## src/rtl/alu_serial_rx.sv

```systemverilog
// alu_serial_rx: serial command receiver for the ALU.
// Deserializes 11-bit packets from sin (start, type, 8 payload, stop), collects
// 8 data packets (B then A, MSB byte first) plus a control packet
// {0, OP, CRC4}, validates framing, count, CRC4 and opcode, then emits one
// registered result pulse one clock after the stop bit is sampled.
// Ports:
//   clk        system clock, sin sampled every rising edge
//   rst_n      synchronous active-low reset
//   sin        serial input, idles high
//   out_valid  1-cycle pulse, out_a/out_b/out_op hold a validated command
//   out_a      operand A (held until next valid command)
//   out_b      operand B (held until next valid command)
//   out_op     opcode (held until next valid command)
//   err_valid  1-cycle pulse, err_code holds an error code
//   err_code   error code (held until next error)
module alu_serial_rx (
  input  logic        clk,
  input  logic        rst_n,
  input  logic        sin,
  output logic        out_valid,
  output logic [31:0] out_a,
  output logic [31:0] out_b,
  output logic [2:0]  out_op,
  output logic        err_valid,
  output logic [7:0]  err_code
);

  localparam int unsigned PKT_BITS  = 10;  // bits after the start bit
  localparam int unsigned BIT_W     = 4;
  localparam int unsigned CNT_W     = 4;
  localparam int unsigned DATA_PKTS = 8;
  localparam int unsigned DATA_W    = 64;

  localparam logic [7:0] DATA_ERROR = 8'hC9;
  localparam logic [7:0] CRC_ERROR  = 8'hA5;
  localparam logic [7:0] OP_ERROR   = 8'h93;

  typedef enum logic {IDLE, SHIFT} state_t;

  state_t                state_q, state_d;
  logic [BIT_W-1:0]      bit_cnt_q;
  logic [PKT_BITS-1:0]   shreg_q;
  logic                  pkt_done_q;
  logic [CNT_W-1:0]      dcnt_q;
  logic                  ovf_q;
  logic [DATA_W-1:0]     data_q;

  logic                  shift_en_c;
  logic                  last_bit_c;

  // CRC4, poly x^4+x+1, init 0, processed MSB first
  function automatic logic [3:0] crc4(input logic [67:0] msg);
    logic [3:0] crc;
    logic       fb;
    crc = 4'h0;
    for (int i = 67; i >= 0; i--) begin
      fb  = crc[3] ^ msg[i];
      crc = {crc[2:0], 1'b0} ^ {2'b00, fb, fb};
    end
    return crc;
  endfunction

  // Packet FSM state register
  always_ff @(posedge clk) begin
    if (!rst_n) state_q <= IDLE;
    else        state_q <= state_d;
  end

  // Packet FSM next state
  always_comb begin
    state_d = state_q;
    case (state_q)
      IDLE:    if (!sin) state_d = SHIFT;
      SHIFT:   if (last_bit_c) state_d = IDLE;
      default: state_d = IDLE;
    endcase
  end

  // Packet FSM outputs
  always_comb begin
    shift_en_c = 1'b0;
    last_bit_c = 1'b0;
    if (state_q == SHIFT) begin
      shift_en_c = 1'b1;
      last_bit_c = (bit_cnt_q == BIT_W'(PKT_BITS - 1));
    end
  end

  // Bit shifter; pkt_done_q flags a complete packet for evaluation next edge
  always_ff @(posedge clk) begin
    if (!rst_n) begin
      bit_cnt_q  <= '0;
      shreg_q    <= '0;
      pkt_done_q <= 1'b0;
    end else begin
      pkt_done_q <= last_bit_c;
      if (shift_en_c) begin
        shreg_q   <= {shreg_q[PKT_BITS-2:0], sin};
        bit_cnt_q <= last_bit_c ? '0 : bit_cnt_q + BIT_W'(1);
      end
    end
  end

  // Completed packet fields: shreg_q = {type, payload[7:0], stop}
  logic       stop_c;
  logic       ctrl_c;
  logic [7:0] payload_c;
  logic [2:0] op_c;
  logic [3:0] crc_rx_c;
  logic [3:0] crc_calc_c;
  logic       op_ok_c;

  always_comb begin
    stop_c     = shreg_q[0];
    ctrl_c     = shreg_q[PKT_BITS-1];
    payload_c  = shreg_q[8:1];
    op_c       = payload_c[6:4];
    crc_rx_c   = payload_c[3:0];
    crc_calc_c = crc4({data_q, 1'b1, op_c});
    case (op_c)
      3'b000, 3'b001, 3'b100, 3'b101: op_ok_c = 1'b1;
      default:                        op_ok_c = 1'b0;
    endcase
  end

  // Command assembly and result evaluation
  always_ff @(posedge clk) begin
    if (!rst_n) begin
      dcnt_q    <= '0;
      ovf_q     <= 1'b0;
      data_q    <= '0;
      out_valid <= 1'b0;
      err_valid <= 1'b0;
      out_a     <= '0;
      out_b     <= '0;
      out_op    <= '0;
      err_code  <= '0;
    end else begin
      out_valid <= 1'b0;
      err_valid <= 1'b0;
      if (pkt_done_q) begin
        if (!stop_c) begin
          err_valid <= 1'b1;
          err_code  <= DATA_ERROR;
          dcnt_q    <= '0;
          ovf_q     <= 1'b0;
        end else if (!ctrl_c) begin
          // data bytes shift in, so after 8 packets data_q = {B, A}
          if (dcnt_q == CNT_W'(DATA_PKTS)) begin
            ovf_q <= 1'b1;
          end else begin
            data_q <= {data_q[DATA_W-9:0], payload_c};
            dcnt_q <= dcnt_q + CNT_W'(1);
          end
        end else begin
          dcnt_q <= '0;
          ovf_q  <= 1'b0;
          if (dcnt_q != CNT_W'(DATA_PKTS) || ovf_q) begin
            err_valid <= 1'b1;
            err_code  <= DATA_ERROR;
          end else if (crc_calc_c != crc_rx_c) begin
            err_valid <= 1'b1;
            err_code  <= CRC_ERROR;
          end else if (!op_ok_c) begin
            err_valid <= 1'b1;
            err_code  <= OP_ERROR;
          end else begin
            out_valid <= 1'b1;
            out_b     <= data_q[63:32];
            out_a     <= data_q[31:0];
            out_op    <= op_c;
          end
        end
      end
    end
  end

endmodule

```

## config.mk

```make
export PLATFORM = sky130hd
export DESIGN_NAME = alu_serial_rx
export DESIGN_NICKNAME = d
export VERILOG_FILES = /design/src/rtl/alu_serial_rx.sv
export SDC_FILE = /design/constraint.sdc
export NUM_CORES = 1
export LEC_CHECK = 0
export ABC_AREA = 1
export BUFFER_PORTS_ARGS = -buffer_cell sky130_fd_sc_hd__buf_2
export CAP_MARGIN = 15
export CORE_ASPECT_RATIO = 1.75
export CORE_MARGIN = 5
export CORE_UTILIZATION = 25
export CTS_BUF_LIST = sky130_fd_sc_hd__clkbuf_16
export CTS_CLUSTER_DIAMETER = 150
export DETAILED_ROUTE_END_ITERATION = 12
export SLEW_MARGIN = 20
export SYNTH_ARGS = -nofsm -noshare
export SYNTH_HDL_FRONTEND = slang
export SYNTH_SLANG_ARGS = --single-unit
```

## constraint.sdc

```tcl
create_clock -name clk -period 16.55 [get_ports clk]
set_input_delay 1.655 -clock clk [delete_from_list [all_inputs] [get_ports clk]]
set_output_delay 1.655 -clock clk [all_outputs]
set_load 0.1 [all_outputs]
```

==> results.ini <==
[status]
status=finished clean

[logic_synthesis]
ys_seq_elements=158
synth_area_per_cell_um2=6.187
yosys_most_used_dff=dfxtp_1
yosysSeqAreaShare=0.3598
ys_types=29
synth_cells=1421
async_flop_share=0
ys_warn_count=0
syn_nets=1428
synth_edf_count=0
mappedNetlistArea_mm2=0.008792

[grt]
antenna_found_initial=0
grt_max_degree=86
grt_pass1_vias=8149
grt_pass1_wl_mm=38.48
globalRouteOverflowTotal=0
grt_usage=0.1220

[finish]
final_util=0.2882
drive_gt1_frac=0.1461
seq_area_mm2=0.003163
syn_to_final_growth_pct=14.94
design_area_mm2=0.01011
multi_input_area_mm2=0.004669
fin_cells=1950
fillers=4009
antenna_cells=0
nNetsFinal=1479

[clock_tree]
hold_buffers=0
clockRootBuffer=clkbuf_16
clk_latency_ns=0.46
cts_tree=built
cts_made_buffers=17
cts_resized=0
htreeDepth=4
cts_sinks=158
cts.path.max_buffers=2
cts_setup_buffers=0
clk_pin_slew_ns=0.07

[floorplan]
pin_count=80
core-area_mm2=0.03507
die_area_mm2=0.03917
initial_core_util=0.2507
die_w_um=151.8
dieHeight_um=258.1
std_cell_rows=91

[sta]
slew_headroom=0.4464
clock.fmax_mhz=139.4
whs_ns=0.4618
tightest_slew_ns=0.8304
fin_skew_ns=0.01735
fin_crit_sh=0.4334
rsz0062_at_grt=no
timing.final.crit_period_ns=7.172
setup_viol=0
final_max_slew_viol_count=0
fin_tns_setup_ns=0
hold_viol=0

[worst_setup_path]
cpPeakStageDelay_ns=0.66
cp-start-kind=flip-flop
path_class=reg2reg
cp_common_cell=nand2_1
worst-path-max-fanout=85
arrival_ns=7.51
critPathCaptureType=flip-flop
cpMaxStageDelayCell=buf_4
crit_required_ns=16.89

[route]
post_drt_via_cell_ratio=4.426
drtPass1Iterations=8
first_iter_violations=324
vias=8631
antenna_left=0
drt-total-wl_mm=23.58
wl_per_cell_um=12.09
post-route-drc-count=0

[placement]
io_buffers=79
hpwl_mm=17.56
placed_cells=1918
gp_congestion=0.8789
dpl_cell_area_mm2=0.009528

[job]
maxCapViolations=0

[pwr]
leakage_nw=5.160
combinationalPowerShare=0.038
clockPowerShare=0.487
p_sw_mw=0.2081
pwr-share-seq=0.475
internal_power_mw=0.6045
peakVddDrop_mv=0.07934
power_per_cell_area_mw_per_mm2=80.41
switching_share=0.2561

[hold_path]
hold_class=reg2reg

[synth_stat cells (3+ instances only)]
| cell type | count | area (um^2) |
|---|---|---|
| xor2_1 | 6 | 52.55 |
| nand3_2 | 6 | 60.06 |
| nand3b_1 | 4 | 30.03 |
| nand2_1 | 441 | 1655 |
| xnor2_1 | 4 | 35.03 |
| nand2_4 | 4 | 45.04 |
| buf_1 | 3 | 11.26 |
| nand4_1 | 3 | 18.77 |
| a21oi_1 | 78 | 390.4 |
| nand3_1 | 177 | 885.9 |
| inv_1 | 164 | 615.6 |
| o21ai_0 | 76 | 380.4 |
| ha_1 | 4 | 50.05 |
| nor2_2 | 16 | 100.1 |
| clkbuf_1 | 29 | 108.9 |
| nor2_1 | 149 | 559.3 |
| inv_2 | 16 | 60.06 |
| buf_4 | 11 | 82.58 |
| buf_6 | 7 | 78.83 |
| dfxtp_1 | 158 | 3163 |
| nand2_2 | 57 | 356.6 |
[logic make-up after synthesis]
logic type               count (synthesis)  synth area share
AND/OR/NAND/NOR                        859            0.4239
buffers and inverters                  233            0.1106
flip-flops                             158            0.3598
AO/OA/AOI/OAI                          157           0.09008
XOR/XNOR                                10          0.009961
adder cells (fa/ha/maj)                  4          0.005693
[per-layer routing]
metal,track usage,share of wire,vias to the layer above
met2,0.2223,0.52,194
met4,0.07171,0.044,0
met3,0.02142,0.042,59
li1,-,-,4548
met1,0.1282,0.39,3830
met5,0,0,-
[final cells by class]
| cell class | count | share of cell area |
|---|---|---|
| Clock buffer | 17 | 0.04210 |
| Clock inverter | 15 | 0.01510 |
| Inverter | 182 | 0.06785 |
| Multi-Input combinational cell | 1030 | 0.4621 |
| Sequential cell | 158 | 0.3130 |
| Tap cell | 465 | 0.05757 |
| Timing Repair Buffer | 83 | 0.04234 |
[critical path, delay by kind of cell (launching register included)]
kind	cells	cell delay (ns)
buf+inv	4	0.88
flops	1	0.44
simple gates	58	5.72
[cells in the final DEF (no fill, tap or decap), types with 2 or more instances in the layout]
cell	n
a21oi_1	78
buf_2	78
buf_4	5
clkbuf_16	17
clkinv_2	2
clkinv_4	4
dfxtp_1	158
ha_1	4
inv_1	164
inv_2	16
inv_6	5
inv_8	3
nand2_1	441
nand2_2	57
nand2_4	4
nand3_1	176
nand3_2	6
nand3b_1	4
nand4_1	3
nor2_1	149
nor2_2	16
o21ai_0	76
xnor2_1	4
xor2_1	6
[flip-flops by register name, summed over array words and instances (netlist names), 3 cells and up]
name       count
bit_cnt_q      4
dcnt_q         4
err_code       4
shreg_q       10
out_a         32
data_q        64
out_b         32
out_op         3
[stage by stage]
step	power [mW]	worst slack [ns]
2_1_floorplan	0.4181	10.88
3_3_place_gp	0.4254	9.506
3_5_place_dp	0.4254	9.371
4_1_cts	0.8252	9.342
5_1_grt	0.8444	8.309
6_report	0.8127	9.378
[worst paths after layout]
kind         cells after the start  slack [ns]       start        end
min                              2        0.46   out_op[1]  out_op[1]
max reg2reg                     62        9.38  data_q[63]  out_b[26]
max                             62        9.38  data_q[63]  out_b[26]
min reg2reg                      2        0.46   out_op[1]  out_op[1]
[power groups by stage]
stage	combinational, mW	clock (mW)	sequential [mW]
floorplan	0.0254	0	0.393
global placement	0.0308	0	0.395
detailed placement	0.0308	0	0.395
CTS	0.0310	0.409	0.386
global route	0.0360	0.422	0.386
finish	0.0310	0.396	0.386
Note: power is estimated with default switching activity, not from simulation.
